**config.mk**
```make
export PLATFORM = sky130hd
export DESIGN_NAME = i2s_adc_receiver
export DESIGN_NICKNAME = d
export VERILOG_FILES = /design/src/rtl/i2s_adc_receiver.sv
export SDC_FILE = /design/constraint.sdc
export NUM_CORES = 1
export LEC_CHECK = 0
export CAP_MARGIN = 15
export CELL_PAD_IN_SITES_DETAIL_PLACEMENT = 1
export CELL_PAD_IN_SITES_GLOBAL_PLACEMENT = 1
export CORE_MARGIN = 2
export CORE_UTILIZATION = 40
export DETAILED_ROUTE_END_ITERATION = 16
export PLACE_DENSITY = 0.89
export SYNTH_ARGS = -nofsm -noshare
export SYNTH_HDL_FRONTEND = slang
export SYNTH_SLANG_ARGS = --single-unit
```
**constraint.sdc**
```tcl
create_clock -name i_clk -period 3.2 [get_ports i_clk]
set_clock_uncertainty 0.15 [all_clocks]
set_input_delay 0.32 -clock i_clk [delete_from_list [all_inputs] [get_ports i_clk]]
set_output_delay 0.32 -clock i_clk [all_outputs]
set_load 0.1 [all_outputs]
```
**src/rtl/i2s_adc_receiver.sv**
```systemverilog
// I2S ADC receiver: samples ADCLRCK/ADCDAT on rising BCLK, assembles
// MSB-first words after the one-bit I2S delay slot, emits one sample plus
// a single-cycle valid per selected channel slot, and counts short frames.
module i2s_adc_receiver #(
  parameter int DATA_W = 16,
  parameter int CH_SEL = 0    // 0 = left only, 1 = right only, 2 = both
) (
  input  logic              i_clk,
  input  logic              i_rst,
  input  logic              i_enable,
  input  logic              i_adclrck,
  input  logic              i_adcdat,
  output logic [DATA_W-1:0] o_data,
  output logic              o_valid,
  output logic              o_channel,
  output logic [7:0]        o_err_cnt,
  output logic [1:0]        o_state
);

  localparam logic [1:0] S_IDLE  = 2'd0;
  localparam logic [1:0] S_SYNC  = 2'd1;
  localparam logic [1:0] S_SHIFT = 2'd2;
  localparam logic [1:0] S_HOLD  = 2'd3;

  localparam int CNT_W = $clog2(DATA_W + 1);

  logic              r_lrck_d;
  logic [1:0]        r_state;
  logic [CNT_W-1:0]  r_cnt;
  logic [DATA_W-1:0] r_shift;
  logic [DATA_W-1:0] r_data;
  logic              r_valid;
  logic              r_channel;
  logic [7:0]        r_err_cnt;

  logic w_edge;
  logic w_sel;
  logic w_last;

  // The cycle carrying an LRCK transition is the I2S delay bit; data starts
  // one cycle later. Selection is judged on the new LRCK level.
  assign w_edge = (i_adclrck != r_lrck_d);
  assign w_sel  = (CH_SEL == 2) ? 1'b1 : (i_adclrck == (CH_SEL == 1));
  assign w_last = (r_cnt == CNT_W'(DATA_W - 1));

  // LRCK history tracks the pin unconditionally (even in reset or IDLE) so
  // that leaving reset or enabling never sees a phantom edge.
  always_ff @(posedge i_clk) begin
    r_lrck_d <= i_adclrck;
  end

  // Capture FSM: sync to an LRCK edge, shift DATA_W bits, then hold until
  // the next edge. An edge inside SHIFT is a short frame: count it and
  // restart on that same edge. Disable aborts silently.
  always_ff @(posedge i_clk) begin
    if (i_rst) begin
      r_state   <= S_IDLE;
      r_cnt     <= '0;
      r_shift   <= '0;
      r_data    <= '0;
      r_valid   <= 1'b0;
      r_channel <= 1'b0;
      r_err_cnt <= 8'd0;
    end else begin
      r_valid <= 1'b0;
      if (!i_enable) begin
        r_state <= S_IDLE;
        r_cnt   <= '0;
      end else begin
        case (r_state)
          S_IDLE: r_state <= S_SYNC;
          S_SYNC, S_HOLD: begin
            if (w_edge) begin
              r_cnt   <= '0;
              r_state <= w_sel ? S_SHIFT : S_HOLD;
            end
          end
          S_SHIFT: begin
            if (w_edge) begin
              if (r_err_cnt != 8'hFF) r_err_cnt <= r_err_cnt + 8'd1;
              r_cnt   <= '0;
              r_state <= w_sel ? S_SHIFT : S_HOLD;
            end else begin
              r_shift <= {r_shift[DATA_W-2:0], i_adcdat};
              if (w_last) begin
                r_data    <= {r_shift[DATA_W-2:0], i_adcdat};
                r_channel <= r_lrck_d;
                r_valid   <= 1'b1;
                r_cnt     <= '0;
                r_state   <= S_HOLD;
              end else begin
                r_cnt <= r_cnt + CNT_W'(1);
              end
            end
          end
          default: r_state <= S_IDLE;
        endcase
      end
    end
  end

  assign o_data    = r_data;
  assign o_valid   = r_valid;
  assign o_channel = r_channel;
  assign o_err_cnt = r_err_cnt;
  assign o_state   = r_state;

endmodule

```
# Word level (Yosys, flattened, before mapping)
# Index checks and enable logic that the tools add are counted.
[word_totals]
out_inout_bits = 28
word_cells = 41
inputBits = 5
register_bits = 49
[op_classes]
n_eq_ne = 8
bitwise = 3
n_mux = 10
addsub = 2
reduce_logical = 10
[op_table]
columns = ["operator", "count"]
rows = [
  ["5-bit 2-to-1 mux", 3],
  ["5-bit one-hot mux with 2 select lines", 1],
  ["8-bit by 1-bit adder with 8-bit output, second input constant", 1],
  ["8-bit != test, second input constant", 1],
  ["4-bit AND reduction", 2],
  ["2-bit 2-to-1 mux", 3],
  ["2-bit one-hot mux with 3 select lines", 1],
  ["5-bit by 1-bit adder with 5-bit output, second input constant", 1],
  ["5-bit by 4-bit == test with 1-bit output, second input constant", 1],
  ["2-bit == test, second input constant", 2],
  ["2-bit AND reduction", 2],
  ["2-bit OR reduction", 2],
  ["4-bit OR reduction", 1],
  ["3-bit != test, second input constant", 1],
  ["1-bit inverter", 3],
  ["3-bit AND reduction", 1],
  ["2-bit by 1-bit == test with 1-bit output, second input constant", 1],
  ["2-bit logical NOT", 1],
  ["1-bit 2-to-1 mux", 2],
  ["2-bit != test, second input constant", 1],
  ["2-bit nonzero test", 1],
  ["1-bit != test", 1],
]

# Depth between registers and ports, before layout
# Gate-level depths: netlist (run 1).
[logic_depth]
word_depth = 4
ltp_mapped = 8
depth_no_buf = 6

# Worst setup path after synthesis (run 1)
# Ideal clock, no wire load.
[synth_path]
kind = "reg-to-reg"
start = "reg r_err_cnt[0] (netlist: o_err_cnt[0])"
end = "reg r_err_cnt[1] (netlist: o_err_cnt[1])"
t_required_ns = 2.922
stages_incl_launch_ff = 6
arrival_ns = 1.986
setup_slack_ns = 0.936
cell_sequence = "dfxtp_1 ha_1 nand3_1 o21ai_1 mux2i_1 nor2_1"
[synth_between]
elab_chain_len = 2
[synth_rtl]
columns = ["item", "line_no", "source"]
rows = [
  ["start: declaration", "34", "logic [7:0] r_err_cnt;"],
  ["start signal: assignment", "80", "if (r_err_cnt != 8'hFF) r_err_cnt <= r_err_cnt + 8'd1;"],
  ["parallel branches: the longest is 2 deep, another holds 8-bit by 1-bit adder with 8-bit output", "-", ""],
]
# Several ways; the timed one is not identified.
# A chain may end at the register's enable or synchronous reset.

# Final worst setup path (run 1)
[layout_path]
start = "in i_adclrck"
end = "reg r_data[11] (netlist: o_data[11])"
[layout_between]
elab_chain_len = 3
[layout_rtl]
columns = ["item", "line_no", "source"]
rows = [
  ["start: declaration", "11", "input logic i_adclrck,"],
  ["1-bit != test", "42", "assign w_edge = (i_adclrck != r_lrck_d);"],
  ["1-bit inverter (no line)", "-", ""],
  ["4-bit AND reduction (no line)", "-", ""],
  ["end signal: assignment", "86", "r_data <= {r_shift[DATA_W-2:0], i_adcdat};"],
  ["end: declaration", "31", "logic [DATA_W-1:0] r_data;"],
]
# No other way between the ends.

==> results of run 1 <==
worst min path at each step:
| stage | start | slack (ps) | end | cells past startpoint |
|---|---|---|---|---|
| 3_3_place_gp | o_data[3]$_SDFFE_PP0P_ | 290 | o_data[3]$_SDFFE_PP0P_ | 2 |
| 3_5_place_dp | o_data[3]$_SDFFE_PP0P_ | 300 | o_data[3]$_SDFFE_PP0P_ | 2 |
| 6_report | o_data[5]$_SDFFE_PP0P_ | 310 | o_data[5]$_SDFFE_PP0P_ | 2 |
| 4_1_cts | o_data[3]$_SDFFE_PP0P_ | 310 | o_data[3]$_SDFFE_PP0P_ | 2 |
| 2_1_floorplan | i_adclrck | 200 | r_lrck_d$_DFF_P_ | 0 |
| 5_1_grt | o_data[9]$_SDFFE_PP0P_ | 330 | o_data[9]$_SDFFE_PP0P_ | 2 |
through the flow:
stage,instance area (um2),setup slack (ps),utilization,hold slack [ps]
after floorplan,2068,936.1,-,197.7
after global placement,2381,559.3,0.4722,292.5
after detailed placement,2381,508.7,0.4722,298.3
after CTS,2467,824.9,0.4893,310.6
after global routing,2467,654.0,0.4893,333.2
final,2467,857.5,0.4893,305.5
critical path, delay by kind of cell:
family | cells | cell delay (ps)
AND/OR/NAND/NOR | 3 | 880
AO/OA/AOI/OAI | 1 | 130
buffers and inverters | 2 | 530
adder cells (fa/ha/maj) | 1 | 570
per-layer routing:
layer / vias up / GRT usage / share of wire
met5: - / 0 / 0
met4: 0 / 0.06545 / 0.018
met3: 7 / 0.02857 / 0.036
met2: 28 / 0.2670 / 0.48
met1: 751 / 0.1883 / 0.46
li1: 848 / - / -
state kept, by name, summed over array words and instances, names as in the netlist:
register and cells:
o_data 16, r_shift 15, o_err_cnt 8, r_cnt 5, o_state 2, o_channel 1, o_valid 1, r_lrck_d 1
layout by cell type, fill, tap and decap left out, types with 3 or more instances in the layout:
cell type	n
nand2_1	56
clkdlybuf4s50_1	21
ha_1	3
buf_4	14
inv_1	3
nand2_2	10
nand4b_1	4
nand3_1	4
clkbuf_8	5
nand2b_1	5
nor2_1	13
dfxtp_1	49
a21oi_2	10
xor2_1	6
a21oi_1	29
layout make-up:
cell class / count / area [um2] / share of cell area
multi-input combinational: 169 / 985.9 / 0.3996
sequential: 49 / 980.9 / 0.3976
timing repair buffer: 35 / 315.3 / 0.1278
tap: 70 / 87.58 / 0.03550
clock buffer: 6 / 72.57 / 0.02941
clock inverter: 2 / 13.76 / 0.005578
inverter: 3 / 11.26 / 0.004564
logic make-up after synthesis:
kind of cell    synth area share
compound gates            0.1567
buf+inv                  0.04900
simple gates              0.2716
flops                     0.4743
mux                     0.004840
xor+xnor                 0.02541
fa+ha+maj                0.01815
power by group:
part           total (mW)  switching, mW  internal, mW
combinational      0.0459         0.0312        0.0147
sequential          0.616        0.00509         0.611
clock               0.364          0.208         0.156
==> impl_metrics.yaml, run 1 <==
run_status:
  status: "finished clean"
drt:
  ant_nets: 0
  drt_iter0_markers: 44
  dr.pass1.iters: 4
  via_per_inst: 4.892
  drc_errors: 0
  totalWireLength_um: 4215
  wl_per_cell_um: 12.62
  vias: 1634
global_route:
  grt-ovfl-total: 0
  antenna_found_initial: 0
  first_global_vias: 1613
  grt_max_degree: 24
  grt_first_pass_wirelength_um: 7320
  grt_usage: 0.1543
clocking:
  cts_buffer_depth: 2
  clkTransAtPathRegs_ps: 90
  cts_buffers: 5
  cts-resized-gates: 0
  hold_buffers: 0
  clkSinkCount: 49
  cts_setup_buffers: 0
  tritoncts: "done"
  ctsRootBufferMaster: "clkbuf_8"
  insertion_delay_ps: 300
  htreeDepth: 2
critical_path:
  cp_slowest_cell: "ha_1"
  worstSetupStartpoint: "i_adclrck"
  start_kind: "input pin"
  timing.rr.end: "o_data[11]$_SDFFE_PP0P_"
  r2r_cells: 5
  cp-end-kind: "register"
  reg2reg_from: "r_lrck_d$_DFF_P_"
  critPathMaxStageDelay_ps: 570
  cp_cell_sequence: "clkdlybuf4s50_1 > inv_1 > ha_1 > nand4b_4 > nor2_4 > nand2_1 > a21oi_2"
  crit_arrival_ps: 2440
  cp_data_required_time_ps: 3300
  path_class: "input pin to register"
  critPathMaxFanout: 17
  reg2reg_slack_ps: 1080
  crit_end: "o_data[11]$_SDFFE_PP0P_"
yosys:
  syn_nets: 242
  synth_common_cells: "56 x nand2_1, 49 x dfxtp_1, 29 x a21oi_1"
  ys_seq_area_frac: 0.4743
  synth.avg_cell_area_um2: 8.839
  synth-main-ff-cell: "dfxtp_1"
  ys_warn_count: 0
  synth.top_cell.area_share: 0.4743
  synth_edf_count: 0
  synth_cell_types: 37
  yosysMostFrequentCell: "nand2_1"
  synth_top_area_cell: "dfxtp_1"
  syn_inst: 234
  ys_ff_latch: 49
  syn_area_mm2: 0.002068
  synth_area_leaders: "dfxtp_1 47%, nand2_1 10%, a21oi_1 7.0%"
  ys_async_sr_fraction: 0
floorplanning:
  chipHeight_um: 75.91
  row_count: 26
  num_io_pins: 33
  die_area_mm2: 0.005762
  core-area_mm2: 0.005042
  initial_core_util: 0.4102
  die_w_um: 75.91
power:
  ir_worst_vdd_mv: 0.2094
  p_total_mw: 1.026
  leakage_nw: 0.8254
  power_density_mw_per_mm2: 415.8
layout:
  finalNetCount: 271
  fillers: 628
  insertedDiodeCount: 0
  finalNonFillerCells: 334
  drive_gt1_frac: 0.1705
  syn2layout_area_growth_pct: 19.30
placement:
  globalplace.congestion: 0.7463
  placement.io_buffers: 32
  place_hpwl_um: 2912
  dp_cells: 326
sta:
  setup_viol: 0
  final_hold_viol_count: 0
  slew_violations: 0
  period_share: 0.7320
  min_period_ps: 2342
  tightest_slew_ps: 971.8
  grt_setup_unrepaired: "no"
  max_clock_freq_ghz: 0.4269
  relSlewSlack: 0.3501
  fin_tns_setup_ps: 0
run:
  drv_cap: 0
worst_hold_path:
  hold_class: "register to register"
No activity file was read; power rests on OpenSTA's default activity.
==> run 2: changes to the inputs <==
--- a/config.mk
+++ b/config.mk
@@ -9,9 +9,9 @@
 export CELL_PAD_IN_SITES_DETAIL_PLACEMENT = 1
 export CELL_PAD_IN_SITES_GLOBAL_PLACEMENT = 1
 export CORE_MARGIN = 2
-export CORE_UTILIZATION = 40
+export CORE_UTILIZATION = 36
 export DETAILED_ROUTE_END_ITERATION = 16
-export PLACE_DENSITY = 0.89
+export PLACE_DENSITY = 0.85
 export SYNTH_ARGS = -nofsm -noshare
 export SYNTH_HDL_FRONTEND = slang
 export SYNTH_SLANG_ARGS = --single-unit
==> constraint.sdc (replaced) <==
create_clock -name i_clk -period 2.1 [get_ports i_clk]
set_clock_uncertainty 0.15 [all_clocks]
set_input_delay 0.21 -clock i_clk [delete_from_list [all_inputs] [get_ports i_clk]]
set_output_delay 0.21 -clock i_clk [all_outputs]
set_load 0.1 [all_outputs]
==> run 2 against run 1 <==
Compared with the run above:
- routed wire length grew 6.4%
- clock power grew 52%
- cell count grew 2.4%
- largest cell class is now sequential cells
- largest power group unchanged
==> impl_metrics.yaml, run 2 (synthesis results as in run 1) <==
run_status:
  status: "finished clean"
clocking:
  clkTransAtPathRegs_ps: 90
  insertion_delay_ps: 310
  cts_setup_buffers: 0
  htreeDepth: 2
  clkSinkCount: 49
  hold_buffers: 0
  cts_buffer_depth: 2
  cts_buffers: 5
  tritoncts: "done"
  ctsRootBufferMaster: "clkbuf_8"
  cts-resized-gates: 0
layout:
  fillers: 656
  insertedDiodeCount: 0
  finalNonFillerCells: 342
  drive_gt1_frac: 0.2667
  finalNetCount: 277
  syn2layout_area_growth_pct: 20.45
  largest_register_ffs: 16
  mostFrequentLayoutCell: "nand2_1"
  final_cell_mix: "56 x nand2_1, 45 x dfxtp_1, 36 x buf_4"
sta:
  max_clock_freq_ghz: 0.5435
  fin_tns_setup_ps: 0
  tightest_slew_ps: 334.6
  relSlewSlack: 0.7766
  period_share: 0.8762
  slew_violations: 0
  final_hold_viol_count: 0
  setup_viol: 0
  min_period_ps: 1840
  grt_setup_unrepaired: "no"
critical_path:
  reg2reg_from: "r_lrck_d$_DFF_P_"
  timing.rr.end: "o_err_cnt[6]$_SDFFE_PP0P_"
  crit_arrival_ps: 1880
  cp_data_required_time_ps: 2140
  path_class: "input pin to register"
  cp-end-kind: "register"
  start_kind: "input pin"
  critPathMaxFanout: 7
  r2r_cells: 5
  reg2reg_slack_ps: 380
  worstSetupStartpoint: "i_adclrck"
placement:
  place_hpwl_um: 3132
  dp_cells: 334
  globalplace.congestion: 0.7679
  placement.io_buffers: 32
floorplanning:
  die_w_um: 79.80
  initial_core_util: 0.3733
  core-area_mm2: 0.005540
  num_io_pins: 33
  die_area_mm2: 0.006367
  chipHeight_um: 79.80
  row_count: 27
power:
  power_frac_comb: 0.053
  power_density_mw_per_mm2: 632.8
  ir_worst_vdd_mv: 0.4209
  power_frac_seq: 0.595
  pwr-share-clk: 0.352
  power_switching_share: 0.2403
  power.switching_mw: 0.3788
  p_int_mw: 1.197
  leakage_nw: 0.8879
drt:
  drt_iter0_markers: 44
  wl_per_cell_um: 13.11
  ant_nets: 0
  vias: 1667
  totalWireLength_um: 4485
  dr.pass1.iters: 4
  drc_errors: 0
  via_per_inst: 4.874
run:
  drv_cap: 0
worst_hold_path:
  whs_endpoint: "r_lrck_d$_DFF_P_"
  hp-start: "i_adclrck"
  hold_path_depth: 1
  hold_class: "input pin to register"
global_route:
  grt_first_pass_wirelength_um: 7831
  first_global_vias: 1722
  antenna_found_initial: 0
  grt_max_degree: 27
  grt_usage: 0.1591
  grt-ovfl-total: 0
[run 2: power by group through the flow]
| stage | logic [mW] | registers, mW | clock network [mW] |
|---|---|---|---|
| floorplan | 0.0443 | 0.970 | 0 |
| global placement | 0.0829 | 0.960 | 0 |
| detailed placement | 0.0843 | 0.960 | 0 |
| CTS | 0.0846 | 0.938 | 0.579 |
| global route | 0.0902 | 0.939 | 0.616 |
| finish | 0.0838 | 0.938 | 0.555 |
[run 2: how the worst max path moves through the flow]
stage / endpoint / slack (ps) / cells past startpoint
final: o_err_cnt[6]$_SDFFE_PP0P_ / 260 / 7
after CTS: o_err_cnt[6]$_SDFFE_PP0P_ / 250 / 7
after global routing: o_err_cnt[6]$_SDFFE_PP0P_ / 160 / 7
after floorplan: o_err_cnt[1]$_SDFFE_PP0P_ / -30 / 4
after global placement: o_err_cnt[6]$_SDFFE_PP0P_ / 30 / 7
after detailed placement: o_err_cnt[6]$_SDFFE_PP0P_ / -80 / 7
[run 2: layout make-up]
cell class | count | area [um2] | share of cell area
sequential | 49 | 985.9 | 0.3958
multi-input combinational | 169 | 985.9 | 0.3958
timing repair buffer | 41 | 330.3 | 0.1326
tap | 72 | 90.09 | 0.03616
clock buffer | 6 | 72.57 | 0.02913
clock inverter | 2 | 15.01 | 0.006027
inverter | 3 | 11.26 | 0.004520
[run 2: critical path: stages]
cell	delay (ps)
clkdlybuf4s50_1	470
inv_1	60
ha_1	340
and4bb_4	400
nand4_1	140
nor3_1	190
a211oi_1	70
[run 2: layer usage]
layer | vias up | GRT usage | wire length, um
met2 | 30 | 0.2723 | 2150
li1 | 861 | - | -
met5 | - | 0 | 0
met4 | 0 | 0.07627 | 80
met3 | 7 | 0.04299 | 226
met1 | 769 | 0.1832 | 2029
[run 2: metrics by stage]
stage / power, mW / utilization / setup WS (ps) / hold slack (ps) / instance area [um2]
final: 1.576 / 0.4496 / 260.0 / 220.5 / 2491
after global placement: 1.043 / 0.4338 / 29.70 / 294.6 / 2404
after floorplan: 1.014 / - / -30.42 / 87.72 / 2073
after CTS: 1.602 / 0.4496 / 250.6 / 208.5 / 2491
after detailed placement: 1.044 / 0.4338 / -77.95 / 303.9 / 2404
after global routing: 1.646 / 0.4496 / 161.9 / 219.8 / 2491
==> run 3: changes to the inputs <==
--- a/config.mk
+++ b/config.mk
@@ -12,6 +12,7 @@
 export CORE_UTILIZATION = 36
 export DETAILED_ROUTE_END_ITERATION = 16
 export PLACE_DENSITY = 0.85
+export RECOVER_POWER = 100
 export SYNTH_ARGS = -nofsm -noshare
 export SYNTH_HDL_FRONTEND = slang
 export SYNTH_SLANG_ARGS = --single-unit
==> run 3 against run 2 <==
Compared with the run above:
- routed wire length is 1.1% lower
- first-iteration DRC count grew 14%
- clock-buffer cell count did not move
- register-to-register slack about the same
- non-clock buffer count stayed put
- critical endpoint unchanged
==> impl_metrics.yaml, run 3 (synthesis results as in run 1) <==
global_route:
  grt_max_degree: 27
  first_global_vias: 1722
  antenna_found_initial: 0
  use_met3: 0.04299
  busiest_layer: "met2"
  grt_first_pass_wirelength_um: 7831
  grt_use_met1: 0.1832
  grt_usage: 0.1591
  met2_usage: 0.2723
  grt-ovfl-total: 0
critical_path:
  path_class: "input pin to register"
  crit_arrival_ps: 1940
  start_kind: "input pin"
  critPathMaxFanout: 7
  cp-end-kind: "register"
  cp_data_required_time_ps: 2130
placement:
  dpl_cell_area_mm2: 0.002404
  globalplace.congestion: 0.7679
  dp_cells: 334
  pre_cts_ws_ps: -77.95
  place_hpwl_um: 3132
  placement.io_buffers: 32
layout:
  final_cell_mix: "57 x nand2_1, 45 x dfxtp_1, 34 x a21oi_1"
  finalCoreUtilization: 0.4309
  syn2layout_area_growth_pct: 15.43
  insertedDiodeCount: 0
  design_area_mm2: 0.002387
  fillers: 676
  mostFrequentLayoutCell: "nand2_1"
  finalNonFillerCells: 342
  finalNetCount: 277
  largest_register_ffs: 16
  drive_gt1_frac: 0.2333
run_status:
  status: "finished clean"
sta:
  setup_viol: 0
  grt_setup_unrepaired: "no"
  fin_tns_setup_ps: 0
  period_share: 0.9060
  min_period_ps: 1903
  hold_ws_ps: 309.9
  relSlewSlack: 0.6220
  final_hold_viol_count: 0
  tightest_slew_ps: 569.5
  max_clock_freq_ghz: 0.5256
  fin_ws_ps: 197.4
  slew_violations: 0
clocking:
  htreeDepth: 2
  hold_buffers: 0
  cts_setup_buffers: 0
  clkSinkCount: 49
  cts_buffer_depth: 2
  clkTransAtPathRegs_ps: 90
  insertion_delay_ps: 300
  cts-resized-gates: 0
  ctsRootBufferMaster: "clkbuf_8"
  cts_buffers: 5
  tritoncts: "done"
floorplanning:
  die_area_mm2: 0.006367
  row_count: 27
  die_w_um: 79.80
  chipHeight_um: 79.80
  core-area_mm2: 0.005540
  num_io_pins: 33
  initial_core_util: 0.3733
drt:
  vias: 1675
  dr.pass1.iters: 3
  ant_nets: 0
  drc_errors: 0
  drt_iter0_markers: 50
  via_per_inst: 4.898
  wl_per_cell_um: 12.97
  totalWireLength_um: 4437
power:
  power_density_mw_per_mm2: 656.4
  leakage_nw: 0.8580
  p_total_mw: 1.567
  ir_worst_vdd_mv: 0.4217
run:
  drv_cap: 0
worst_hold_path:
  hold_class: "register to register"
run 3: path summary, 6_finish.rpt:
path	startpoint	end	slack (ps)	cells past startpoint
setup / recovery	i_adclrck	o_err_cnt[6]$_SDFFE_PP0P_	200	7
hold / removal	o_data[3]$_SDFFE_PP0P_	o_data[3]$_SDFFE_PP0P_	310	2
setup reg to reg	r_lrck_d$_DFF_P_	o_err_cnt[6]$_SDFFE_PP0P_	390	5
hold reg to reg	o_data[3]$_SDFFE_PP0P_	o_data[3]$_SDFFE_PP0P_	310	2
run 3: per-layer routing:
metal  wire length (um)  vias to the layer above
li1                   -                      858
met1               1989                      782
met2               2136                       27
met3                221                        8
met4                 90                        0
met5                  0                        -
run 3: area by class of cell:
type,count,area [um2],area share
Sequential cell,49,985.9,0.4130
Multi-Input combinational cell,169,957.2,0.4009
Timing Repair Buffer,41,255.2,0.1069
Tap cell,72,90.09,0.03774
Clock buffer,6,72.57,0.03040
Clock inverter,2,15.01,0.006289
Inverter,3,11.26,0.004717
run 3: critical path, stage by stage:
cell	delay [ps]
dlygate4sd3_1	540
inv_1	60
ha_1	340
and4bb_4	400
nand4_1	140
nor3_1	180
a211oi_1	70
run 3: report_power, final:
group	total (mW)	switching, mW	internal [mW]	leakage (nW)
logic	0.0788	0.0513	0.0275	0.423
clock network	0.550	0.315	0.235	0.0374
registers	0.938	0.00636	0.931	0.397
total	1.57	0.373	1.19	0.858
